--- src/rtl/control_seq.sv ---
// control_seq: multi-cycle FETCH/EXEC/HALT sequencer for the accumulator CPU.
// It drives the instruction-memory fetch handshake, decodes the opcode into datapath strobes,
// and handles absolute jumps, zero-flag branches and CALL/RET through a bounded stack.
// Ports:
//   i_clk, i_rst (async, active low)
//   i_Data, i_imem_vld : instruction word and its valid flag, sampled in FETCH only
//   i_zero             : accumulator-is-zero flag, sampled in EXEC
//   o_imem_req, o_Addr : fetch request and PC
//   o_Data             : IR operand field
//   sel_A, sel_B, o_op : datapath selects, meaningful in EXEC only
//   w_acc, w_ram, r_ram : datapath strobes, meaningful in EXEC only
//   h_flg, o_err       : halted, and halted because of a fault
module control_seq #(
    parameter int BITS      = 16,
    parameter int OPBITS    = 5,
    parameter int DTBITS    = BITS - OPBITS,
    parameter int STK_DEPTH = 4,
    parameter int PC_RST    = 0
) (
    input  logic              i_clk,
    input  logic              i_rst,
    input  logic [BITS-1:0]   i_Data,
    input  logic              i_imem_vld,
    input  logic              i_zero,
    output logic              o_imem_req,
    output logic [DTBITS-1:0] o_Addr,
    output logic [DTBITS-1:0] o_Data,
    output logic [1:0]        sel_A,
    output logic              sel_B,
    output logic              o_op,
    output logic              w_acc,
    output logic              w_ram,
    output logic              r_ram,
    output logic              h_flg,
    output logic              o_err
);

    localparam int SPW = $clog2(STK_DEPTH + 1);
    localparam int AW  = (STK_DEPTH > 1) ? $clog2(STK_DEPTH) : 1;

    localparam logic [SPW-1:0]    SP_FULL = SPW'(STK_DEPTH);
    localparam logic [SPW-1:0]    SP_ONE  = SPW'(1);
    localparam logic [DTBITS-1:0] PC_INIT = DTBITS'(PC_RST);
    localparam logic [DTBITS-1:0] PC_ONE  = DTBITS'(1);

    localparam logic [OPBITS-1:0] OP_HLT  = OPBITS'(0);
    localparam logic [OPBITS-1:0] OP_STO  = OPBITS'(1);
    localparam logic [OPBITS-1:0] OP_LD   = OPBITS'(2);
    localparam logic [OPBITS-1:0] OP_LDI  = OPBITS'(3);
    localparam logic [OPBITS-1:0] OP_ADD  = OPBITS'(4);
    localparam logic [OPBITS-1:0] OP_ADDI = OPBITS'(5);
    localparam logic [OPBITS-1:0] OP_SUB  = OPBITS'(6);
    localparam logic [OPBITS-1:0] OP_SUBI = OPBITS'(7);
    localparam logic [OPBITS-1:0] OP_JMP  = OPBITS'(8);
    localparam logic [OPBITS-1:0] OP_BEQ  = OPBITS'(9);
    localparam logic [OPBITS-1:0] OP_BNE  = OPBITS'(10);
    localparam logic [OPBITS-1:0] OP_CALL = OPBITS'(11);
    localparam logic [OPBITS-1:0] OP_RET  = OPBITS'(12);

    typedef enum logic [1:0] {
        S_FETCH,
        S_EXEC,
        S_HALT
    } state_t;

    state_t            state;
    state_t            state_n;
    logic [DTBITS-1:0] pc;
    logic [DTBITS-1:0] pc_n;
    logic [DTBITS-1:0] pc_inc;
    logic [BITS-1:0]   ir;
    logic [SPW-1:0]    sp;
    logic [SPW-1:0]    sp_n;
    logic [DTBITS-1:0] stack [STK_DEPTH];
    logic              err;
    logic              err_n;
    logic              push;
    logic              ir_ld;
    logic [OPBITS-1:0] opc;
    logic [DTBITS-1:0] opnd;
    logic [AW-1:0]     push_idx;
    logic [AW-1:0]     pop_idx;

    assign opc      = ir[BITS-1 -: OPBITS];
    assign opnd     = ir[DTBITS-1:0];
    assign pc_inc   = pc + PC_ONE;
    // The pop index is only consumed when sp > 0, so its value at sp == 0 is irrelevant.
    assign push_idx = AW'(sp);
    assign pop_idx  = AW'(sp - SP_ONE);

    assign o_imem_req = (state == S_FETCH);
    assign o_Addr     = pc;
    assign o_Data     = opnd;
    assign h_flg      = (state == S_HALT);
    assign o_err      = err;

    always_ff @(posedge i_clk or negedge i_rst) begin
        if (!i_rst) begin
            state <= S_FETCH;
            pc    <= PC_INIT;
            ir    <= '0;
            sp    <= '0;
            err   <= 1'b0;
            for (int i = 0; i < STK_DEPTH; i++) begin
                stack[i] <= '0;
            end
        end else begin
            state <= state_n;
            pc    <= pc_n;
            sp    <= sp_n;
            err   <= err_n;
            if (ir_ld) begin
                ir <= i_Data;
            end
            if (push) begin
                stack[push_idx] <= pc_inc;
            end
        end
    end

    // Strobes decode only from the registered state and IR, so they stay glitch-free for the
    // whole EXEC cycle. Faults keep the PC on the offending instruction.
    always_comb begin
        state_n = state;
        pc_n    = pc;
        sp_n    = sp;
        err_n   = err;
        push    = 1'b0;
        ir_ld   = 1'b0;
        sel_A   = 2'd0;
        sel_B   = 1'b0;
        o_op    = 1'b0;
        w_acc   = 1'b0;
        w_ram   = 1'b0;
        r_ram   = 1'b0;
        unique case (state)
            S_FETCH: begin
                if (i_imem_vld) begin
                    ir_ld   = 1'b1;
                    state_n = S_EXEC;
                end
            end
            S_EXEC: begin
                state_n = S_FETCH;
                pc_n    = pc_inc;
                case (opc)
                    OP_HLT: begin
                        state_n = S_HALT;
                        pc_n    = pc;
                    end
                    OP_STO: w_ram = 1'b1;
                    OP_LD: begin
                        r_ram = 1'b1;
                        w_acc = 1'b1;
                    end
                    OP_LDI: begin
                        sel_A = 2'd1;
                        w_acc = 1'b1;
                    end
                    OP_ADD, OP_SUB: begin
                        r_ram = 1'b1;
                        sel_A = 2'd2;
                        o_op  = (opc == OP_SUB);
                        w_acc = 1'b1;
                    end
                    OP_ADDI, OP_SUBI: begin
                        sel_B = 1'b1;
                        sel_A = 2'd2;
                        o_op  = (opc == OP_SUBI);
                        w_acc = 1'b1;
                    end
                    OP_JMP: pc_n = opnd;
                    OP_BEQ: if (i_zero) pc_n = opnd;
                    OP_BNE: if (!i_zero) pc_n = opnd;
                    OP_CALL: begin
                        if (sp == SP_FULL) begin
                            state_n = S_HALT;
                            pc_n    = pc;
                            err_n   = 1'b1;
                        end else begin
                            push = 1'b1;
                            sp_n = sp + SP_ONE;
                            pc_n = opnd;
                        end
                    end
                    OP_RET: begin
                        if (sp == '0) begin
                            state_n = S_HALT;
                            pc_n    = pc;
                            err_n   = 1'b1;
                        end else begin
                            sp_n = sp - SP_ONE;
                            pc_n = stack[pop_idx];
                        end
                    end
                    default: begin
                        state_n = S_HALT;
                        pc_n    = pc;
                        err_n   = 1'b1;
                    end
                endcase
            end
            S_HALT: state_n = S_HALT;
            default: state_n = S_FETCH;
        endcase
    end

endmodule

--- config.mk ---
export PLATFORM = sky130hd
export DESIGN_NAME = control_seq
export DESIGN_NICKNAME = d
export VERILOG_FILES = /design/src/rtl/control_seq.sv
export SDC_FILE = /design/constraint.sdc
export NUM_CORES = 1
export LEC_CHECK = 0
export BUFFER_PORTS_ARGS = -buffer_cell sky130_fd_sc_hd__buf_2
export CORE_UTILIZATION = 40
export DETAILED_ROUTE_END_ITERATION = 10
export HOLD_SLACK_MARGIN = 0.12
export PLACE_DENSITY = 0.56
export SYNTH_ARGS = -nofsm -noshare
export SYNTH_HDL_FRONTEND = slang
export SYNTH_SLANG_ARGS = --single-unit
--- constraint.sdc ---
create_clock -name i_clk -period 5.55 [get_ports i_clk]
set_input_delay 1.665 -clock i_clk [delete_from_list [all_inputs] [get_ports i_clk]]
set_output_delay 1.665 -clock i_clk [all_outputs]
set_load 0.1 [all_outputs]
# Yosys cells after proc, flatten, opt, wreduce, memory -nomap -nowiden

Index checks and enable logic that the tools add are counted.

Output and inout bits: 32
Input bits: 20
Bits in registers: 77

$lt $le $gt $ge: 3
Multiplexer cells: 39
Equality and inequality tests: 20
Add/sub/neg operators: 3
Bitwise operators: 3
Reduce and logical (&&, ||, !) cells: 17

Operators with widths:

| cell                  | number |
|---|---|
| $mux 11               | 7 |
| $pmux 11 s6           | 1 |
| $bwmux 44             | 1 |
| $eq 5x4->1 const B    | 5 |
| $bmux 11 s2           | 1 |
| $demux 11 s2          | 1 |
| $eq 5x3->1 const B    | 4 |
| $mux 1                | 16 |
| $pmux 2 s3            | 2 |
| $reduce_and 4->1      | 3 |
| $add 11x1->11 const B | 1 |
| $reduce_or 11->1      | 1 |
| $eq 5x2->1 const B    | 2 |
| $ne 2x2->1 const B    | 5 |
| $reduce_or 10->1      | 1 |
| $mux 2                | 4 |
| $reduce_or 7->1       | 1 |
| $ge 3x3->1 const B    | 2 |
| $mux 3                | 2 |
| $not 2->3             | 2 |
| $pmux 3 s2            | 1 |
| $reduce_bool 6->1     | 1 |
| $reduce_or 6->1       | 1 |
| $eq 5x1->1 const B    | 1 |
| 18 further kinds      | 19 |

# Logic depth before layout (Yosys ltp)

Gate-level depths: netlist of the first run.

Word-level depth: 7
Depth in mapped cells: 9
Gate-level depth less buffers: 7

# Least setup slack after synthesis of the first run

Ideal clock, no wire load.

Path type: register to output
From: reg state[1]
To: out o_op
Buffers on the path: 1
Path slack: -715 ps
Data arrival time: 4600 ps
Cell stages (with the launch flop): 5
Path through: dfrtp_1 -> nand2b_1 -> buf_2 -> nor4_1 -> and2_1

Longest elaborated chain between the ends: 2

Ends and longest elaborated chain:

| element                  | line | RTL |
|---|---|---|
| start: declaration       | 66   | `state_t state;` |
| start signal: assignment | 108  | `state <= state_n;` |
| $eq 2x1->1               | 136  | `unique case (state)` |
| $mux 1                   | 136  |  |
| end: declaration         | 30   | `output logic o_op,` |

Every way passes these cells.

# Final worst setup path of the first run

From: reg state[1]
To: out r_ram

Longest elaborated chain between the ends: 2

Ends and longest elaborated chain:

| element          | line | RTL |
|---|---|---|
| $eq 2x1->1       | 136  |  |
| $mux 1           | 136  |  |
| end: declaration | 33   | `output logic r_ram,` |

Every way passes these cells.

==> flow_metrics.py, run 1 <==
metrics = {
    "detailed_routing": {
        "vias": 2771,
        "via_per_inst": 5.16,
        "drt_iter0_markers": 109,
        "avgRoutedWirePerCell_um": 15.7,
        "wl_um": 8430,
        "dr.pass1.iters": 4,
        "antenna_left": 0,
        "route.detailed.drc": 0,
    },
    "cells_and_area": {
        "synthToLayoutAreaGrowth_pct": 10.7,
        "fillers": 946,
        "antennaDiodeCount": 0,
        "final_cell_mix": "dfrtp_1, buf_2, nand2_1",
        "nets": 425,
        "final_common_cell": "dfrtp_1",
        "drive_above_1_share": 0.280,
        "multi_input_area_sq_mm": 0.00188,
        "seqCellArea_sq_mm": 0.00193,
    },
    "synthesis": {
        "synth_cell_types": 58,
        "synth.ff_latch_count": 77,
        "synthArstFlopShare": 1.00,
        "avgSynthCellArea_sq_um": 10.9,
        "ys.warnings.count": 0,
        "synth-edff-count": 0,
        "synth_cells": 370,
        "syn_area_sq_mm": 0.00403,
        "synthesis.nets": 396,
        "yosysSeqAreaShare": 0.479,
        "synth_top_flop_cell": "dfrtp_1",
    },
    "hold_path": {
        "hold_path_depth": 1,
        "hold_start": "o_err$_DFFE_PN0P_",
        "min_to": "o_err$_DFFE_PN0P_",
        "hold_class": "flop to flop",
    },
    "sta": {
        "hold_viol": 0,
        "min_period_over_period": 0.680,
        "timing.hold.ws_ns": 0.480,
        "final.setup_skew_ns": 0.0122,
        "setup-violations-final": 0,
        "drv_slew": 0,
        "slew_headroom": 0.364,
        "fmax_ghz": 0.265,
        "fin_tns_setup_ns": 0,
        "timing.final.ws_setup_ns": 1.78,
        "timing.final.crit_period_ns": 3.77,
        "rsz0062_at_grt": "false",
        "worst_pin_slew_ns": 0.955,
    },
    "clock_network": {
        "htree_levels": 3,
        "post-cts-setup-buffer-count": 0,
        "clock_latency_ns": 0.36,
        "cts_tree": "built",
        "cts.sinks": 77,
        "cts_root_buffer": "clkbuf_8",
        "cts_resized": 0,
        "cts_max_path_buffers": 2,
        "clk_pin_slew_ns": 0.09,
        "holdBufCountCts": 0,
        "cts_inserted_buffers": 9,
    },
    "worst_setup_path": {
        "crit_family": "simple AND/OR/NAND/NOR gates",
        "end_kind": "output port",
        "cp_slowest_cell": "buf_2",
        "crit_chain": "nand2b_1 -> nor3_1 -> o21a_1 -> and2_1 -> buf_2",
        "arrival_ns": 2.11,
        "start_kind": "flop",
        "r2r-start": "sp[0]$_DFFE_PN0P_",
        "reg2reg_slack_ns": 2.65,
        "crit_buf_inv": 1,
        "reg2regPathDepth": 6,
        "critPathMaxStageDelay_ns": 0.41,
        "critPathKind": "flop to output port",
        "cp.required_ns": 3.88,
        "regToRegEndpoint": "o_Addr[1]$_DFFE_PN0P_",
        "worst-path-stages": 5,
        "crit_fanout": 9,
    },
    "floorplan": {
        "start_util": 0.412,
        "die_y_um": 102,
        "rows": 36,
        "die_area_sq_mm": 0.0105,
        "die_w_um": 102,
        "core_area_sq_mm": 0.00977,
        "io_pins": 52,
    },
    "place": {
        "gp_congestion": 0.796,
        "hpwl_um": 5800,
        "numPortBuffers": 51,
        "place_ws_ns": 2.17,
    },
    "grt": {
        "grt_overflow": 0,
        "grt_max_degree": 78,
        "antenna_found_initial": 0,
        "grt_use_total": 0.175,
        "grt_pass1_wl_um": 13700,
        "grt_pass1_vias": 2641,
    },
    "status": {
        "outcome": "finished, final reports clean",
    },
    "run": {
        "drv_cap": 0,
    },
}
[sequential cells by signal, summed over array words and instances (netlist names)]
register  cells
o_Addr       11
sp            3
o_err         1
state         2
stack        44
ir           16
[metrics by stage]
stage          utilization  instances  instance area (sq um)
6_report             0.456        537                   4450
4_1_cts              0.456        537                   4450
5_1_grt              0.456        537                   4450
3_5_place_dp         0.437        521                   4270
2_1_floorplan            -        370                   4040
3_3_place_gp         0.437        521                   4270
[final cells by class]
type | instances | area share
timing repair buffer | 53 | 0.0612
tap | 133 | 0.0374
clock buffer | 9 | 0.0278
sequential | 77 | 0.433
inverter | 6 | 0.00506
clock inverter | 7 | 0.0143
multi-input combinational | 252 | 0.422
[worst max-delay path by stage]
stage                               from        to  slack [ns]
detailed placement  state[1]$_DFFE_PN0P_     r_ram        2.17
finish              state[1]$_DFFE_PN0P_     r_ram        1.78
CTS                 state[1]$_DFFE_PN0P_     r_ram        1.77
global route          ir[13]$_DFFE_PN0P_     sel_B        1.64
global placement    state[1]$_DFFE_PN0P_     r_ram        2.20
floorplan           state[1]$_DFFE_PN0P_  sel_A[0]        0.34
[synthesized netlist by cell type, drive strengths merged, types with 2 or more instances]
cell type	n	area [sq um]
nor3	6	52.6
o21ai	39	195
nand3	6	30.0
a22oi	7	52.6
xnor2	7	61.3
nor2	18	67.6
mux4	11	248
ha	6	75.1
nand4	2	12.5
nor4	6	58.8
buf	28	198
o221ai	2	17.5
mux2i	2	20.0
o211ai	6	45.0
o21bai	2	15.0
nand3b	2	27.5
a21oi	15	75.1
mux2	20	225
o21a	6	45.0
a2bb2oi	3	26.3
nor4b	2	32.5
nand2	49	184
dfrtp	77	1930
a31oi	2	12.5
inv	6	22.5
and2	5	31.3
clkbuf	7	27.5
nand2b	6	45.0
xor2	5	43.8
[metal layers]
metal	track usage	part of all wire	up-vias
li1	-	-	1373
met1	0.255	0.51	1343
met2	0.259	0.45	43
met3	0.0280	0.022	12
met4	0.0703	0.017	0
met5	0	0	-
[logic make-up after synthesis]
kind of cell | after synthesis | synth area share
AND/OR/NAND/NOR | 110 | 0.151
AO/OA/AOI/OAI | 91 | 0.141
flip-flops | 77 | 0.479
buffers and inverters | 41 | 0.0615
multiplexers | 33 | 0.122
XOR/XNOR | 12 | 0.0261
adder cells (fa/ha/maj) | 6 | 0.0187
Power of run 1 is not shown: default switching activity piles up to over one toggle a cycle in this logic, so the estimate is an artifact.
==> run 2: changes to the inputs <==
==> constraint.sdc (replaced) <==
create_clock -name i_clk -period 3.75 [get_ports i_clk]
set_input_delay 1.125 -clock i_clk [delete_from_list [all_inputs] [get_ports i_clk]]
set_output_delay 1.125 -clock i_clk [all_outputs]
set_load 0.1 [all_outputs]
==> run 2 against run 1 <==
Compared with the run above: cell count up 0.19%; final area up 0.25%; clock-buffer cell count up 3; die area unchanged; non-clock buffer count up 1; worst setup slack worse by 1.3 ns; critical path type unchanged.
==> flow_metrics.py, run 2 (synthesized netlist as in run 1, its figures left out) <==
metrics = {
    "floorplan": {
        "die_area_sq_mm": 0.0105,
        "io_pins": 52,
        "start_util": 0.412,
        "rows": 36,
        "core_area_sq_mm": 0.00977,
        "die_y_um": 102,
        "die_w_um": 102,
    },
    "place": {
        "place_ws_ns": 0.888,
        "hpwl_um": 5800,
        "postPlaceCellArea_sq_mm": 0.00428,
        "numPortBuffers": 51,
        "gp_congestion": 0.752,
    },
    "cells_and_area": {
        "top_register": "stack",
        "synthToLayoutAreaGrowth_pct": 10.9,
        "fin_area_sq_mm": 0.00447,
        "antennaDiodeCount": 0,
        "final_common_cell": "dfrtp_1",
        "final_cell_mix": "dfrtp_1, buf_2, nand2_1",
        "nets": 426,
        "drive_above_1_share": 0.281,
        "post-route-util": 0.457,
        "largest_reg_flops": 44,
    },
    "grt": {
        "grt_use_total": 0.172,
        "grt_max_degree": 78,
        "grt_overflow": 0,
        "antenna_found_initial": 0,
        "grt_pass1_wl_um": 13400,
        "grt_pass1_vias": 2634,
    },
    "worst_setup_path": {
        "critPathKind": "flop to output port",
        "arrival_ns": 2.12,
        "start_kind": "flop",
        "crit_fanout": 9,
        "end_kind": "output port",
        "cp.required_ns": 2.62,
    },
    "clock_network": {
        "htree_levels": 3,
        "cts_max_path_buffers": 2,
        "cts_tree": "built",
        "post-cts-setup-buffer-count": 0,
        "clk_pin_slew_ns": 0.08,
        "cts.sinks": 77,
        "holdBufCountCts": 0,
        "cts_root_buffer": "clkbuf_8",
        "cts_resized": 0,
        "cts_inserted_buffers": 9,
        "clock_latency_ns": 0.36,
    },
    "sta": {
        "fin_tns_setup_ns": 0,
        "setup-violations-final": 0,
        "slew_headroom": 0.364,
        "timing.final.crit_period_ns": 3.24,
        "drv_slew": 0,
        "hold_viol": 0,
        "final.setup_skew_ns": 0.00815,
        "timing.final.ws_setup_ns": 0.509,
        "min_period_over_period": 0.864,
        "rsz0062_at_grt": "false",
        "worst_pin_slew_ns": 0.954,
        "fmax_ghz": 0.309,
    },
    "detailed_routing": {
        "dr.pass1.iters": 4,
        "drt_iter0_markers": 87,
        "wl_um": 8320,
        "vias": 2787,
        "via_per_inst": 5.18,
        "antenna_left": 0,
        "avgRoutedWirePerCell_um": 15.5,
        "route.detailed.drc": 0,
    },
    "run": {
        "drv_cap": 0,
    },
    "hold_path": {
        "hold_class": "flop to flop",
    },
    "status": {
        "outcome": "finished, final reports clean",
    },
}
## run 2: changes by cell type in the layout (fill, tap and decap cells not counted)
cell        delta
inv_6          -1
clkinv_2       +1
clkbuf_8       +2
buf_4          +1
nor4_1         -1
clkbuf_1       +1
clkinvlp_4     -1
inv_8          -2
nor4_2         +1
## run 2: path summary, 6_finish.rpt
| check | startpoint | endpoint | slack [ns] | cells past startpoint |
|---|---|---|---|---|
| max | state[1]$_DFFE_PN0P_ | r_ram | 0.51 | 5 |
| min | o_err$_DFFE_PN0P_ | o_err$_DFFE_PN0P_ | 0.48 | 1 |
| max reg2reg | ir[11]$_DFFE_PN0P_ | stack[23]$_DFFE_PN0P_ | 1.45 | 4 |
| min reg2reg | o_err$_DFFE_PN0P_ | o_err$_DFFE_PN0P_ | 0.48 | 1 |
| max in group asynchronous | i_rst | o_Addr[4]$_DFFE_PN0P_ | 2.23 | 1 |
| min in group asynchronous | i_rst | ir[7]$_DFFE_PN0P_ | 0.90 | 1 |
## run 2: critical path, cell delays in order (launching register included)
cell	delay, ns
dfrtp_1	0.39
nand2b_1	0.39
nor3_1	0.28
o21a_1	0.17
and2_1	0.12
buf_2	0.41
## run 2: metrics by stage
step / instances / hold slack (ns)
2_1_floorplan: 370 / 0.445
3_3_place_gp: 522 / 0.457
3_5_place_dp: 522 / 0.464
4_1_cts: 538 / 0.481
5_1_grt: 538 / 0.497
6_report: 538 / 0.477
## run 2: final cells by class
cell class	instances	area (sq um)
Tap cell	133	166
Inverter	6	22.5
Clock inverter	4	30.0
Multi-Input combinational cell	252	1880
Timing Repair Buffer	54	280
Sequential cell	77	1930
Clock buffer	12	155
Fill cell	946	5310
## run 2: routing by layer
metal	share of wire	track usage
met1	0.51	0.248
met2	0.44	0.248
met3	0.030	0.0294
met4	0.022	0.0890
met5	0	0
Power of run 2 is left out for the same reason.
==> run 3: changes to the inputs <==
==> constraint.sdc (replaced) <==
create_clock -name i_clk -period 3.75 [get_ports i_clk]
set_input_delay 0.9375 -clock i_clk [delete_from_list [all_inputs] [get_ports i_clk]]
set_output_delay 0.9375 -clock i_clk [all_outputs]
set_load 0.1 [all_outputs]
==> run 3 against run 2 <==
Compared with the run above: flip-flop and latch count stayed put; register-to-register slack worse by 0.03 ns; worst setup slack better by 0.18 ns; sequential share of layout area fell by 0.072 points; wire length grew 1.7%; non-clock buffer count is 1 higher; largest cell class unchanged.
==> flow_metrics.py, run 3 (synthesized netlist as in run 1, its figures left out) <==
metrics = {
    "clock_network": {
        "cts_resized": 0,
        "cts_max_path_buffers": 2,
        "cts_root_buffer": "clkbuf_8",
        "holdBufCountCts": 0,
        "cts_tree": "built",
        "htree_levels": 3,
        "post-cts-setup-buffer-count": 0,
        "cts.sinks": 77,
        "clk_pin_slew_ns": 0.09,
        "clock_latency_ns": 0.35,
        "cts_inserted_buffers": 9,
    },
    "cells_and_area": {
        "final_common_cell": "dfrtp_1",
        "antennaDiodeCount": 0,
        "top_register": "stack",
        "fillers": 923,
        "drive_above_1_share": 0.286,
        "synthToLayoutAreaGrowth_pct": 11.1,
        "final_cell_mix": "dfrtp_1, buf_2, nand2_1",
        "nets": 427,
        "largest_reg_flops": 44,
    },
    "sta": {
        "hold_viol": 0,
        "slew_headroom": 0.367,
        "timing.final.ws_setup_ns": 0.684,
        "timing.final.crit_period_ns": 3.07,
        "setup-violations-final": 0,
        "fmax_ghz": 0.326,
        "final.setup_skew_ns": 0.0141,
        "drv_slew": 0,
        "worst_pin_slew_ns": 0.950,
        "min_period_over_period": 0.818,
        "rsz0062_at_grt": "false",
    },
    "place": {
        "hpwl_um": 5910,
        "place_ws_ns": 1.08,
        "gp_congestion": 0.763,
        "numPortBuffers": 51,
    },
    "floorplan": {
        "core_area_sq_mm": 0.00977,
        "rows": 36,
        "die_w_um": 102,
        "die_y_um": 102,
        "io_pins": 52,
        "die_area_sq_mm": 0.0105,
        "start_util": 0.412,
    },
    "worst_setup_path": {
        "arrival_ns": 2.13,
        "crit_fanout": 9,
        "start_kind": "flop",
        "cp.required_ns": 2.81,
        "end_kind": "output port",
        "critPathKind": "flop to output port",
    },
    "run": {
        "drv_cap": 0,
    },
    "detailed_routing": {
        "route.detailed.drc": 0,
        "dr.pass1.iters": 4,
        "drt_iter0_markers": 106,
        "avgRoutedWirePerCell_um": 15.7,
        "vias": 2796,
        "via_per_inst": 5.19,
        "wl_um": 8460,
        "antenna_left": 0,
    },
    "grt": {
        "antenna_found_initial": 0,
        "grt_use_total": 0.172,
        "grt_overflow": 0,
        "grt_pass1_wl_um": 13500,
        "grt_pass1_vias": 2618,
        "grt_max_degree": 78,
    },
    "hold_path": {
        "hold_class": "flop to flop",
    },
    "status": {
        "outcome": "finished, final reports clean",
    },
}
==> run 3: changes by cell type in the layout (fill, tap and decap cells not counted) <==
cell / before / now
clkinvlp_4: 1 / 2
clkbuf_8: 11 / 9
clkinv_2: 1 / 0
clkbuf_1: 1 / 0
inv_8: 0 / 1
inv_6: 2 / 4
buf_4: 4 / 5
==> run 3: layout make-up <==
class	instances	area, sq um	share of cell area
timing repair buffer	55	288	0.0643
sequential	77	1930	0.431
clock buffer	9	124	0.0277
multi-input combinational	252	1880	0.421
tap	133	166	0.0372
inverter	6	22.5	0.00503
clock inverter	7	61.3	0.0137
==> run 3: worst paths after layout <==
kind | from | end | slack [ns] | cells past startpoint
setup reg to reg | ir[11]$_DFFE_PN0P_ | o_Addr[0]$_DFFE_PN0P_ | 1.42 | 6
min in group asynchronous | i_rst | o_Addr[6]$_DFFE_PN0P_ | 0.71 | 1
hold reg to reg | o_err$_DFFE_PN0P_ | o_err$_DFFE_PN0P_ | 0.48 | 1
hold / removal | o_err$_DFFE_PN0P_ | o_err$_DFFE_PN0P_ | 0.48 | 1
setup / recovery | state[1]$_DFFE_PN0P_ | r_ram | 0.68 | 5
max in group asynchronous | i_rst | o_err$_DFFE_PN0P_ | 2.39 | 1
==> run 3: worst max-delay path, stage by stage (launching register included) <==
cell,delay [ns]
dfrtp_1,0.40
nand2b_1,0.39
nor3_1,0.29
o21a_1,0.17
and2_1,0.11
buf_2,0.41
==> run 3: stage by stage <==
stage                     cell area (sq um)  instances  TNS (ns)  hold WS (ns)  utilization
after detailed placement               4290        523         0         0.469        0.439
after CTS                              4470        539         0         0.491        0.458
final                                  4470        539         0         0.485        0.458
after floorplan                        4040        370    -0.964         0.445            -
after global routing                   4470        539         0         0.509        0.458
after global placement                 4290        523         0         0.457        0.439
==> run 3: metal layers <==
layer | up-vias | global-route usage | wire length, um
met1 | 1369 | 0.244 | 4260
met5 | - | 0 | 0
met4 | 0 | 0.0593 | 121
met2 | 45 | 0.267 | 3800
li1 | 1372 | - | -
met3 | 10 | 0.0280 | 276
Power of run 3 is left out for the same reason.
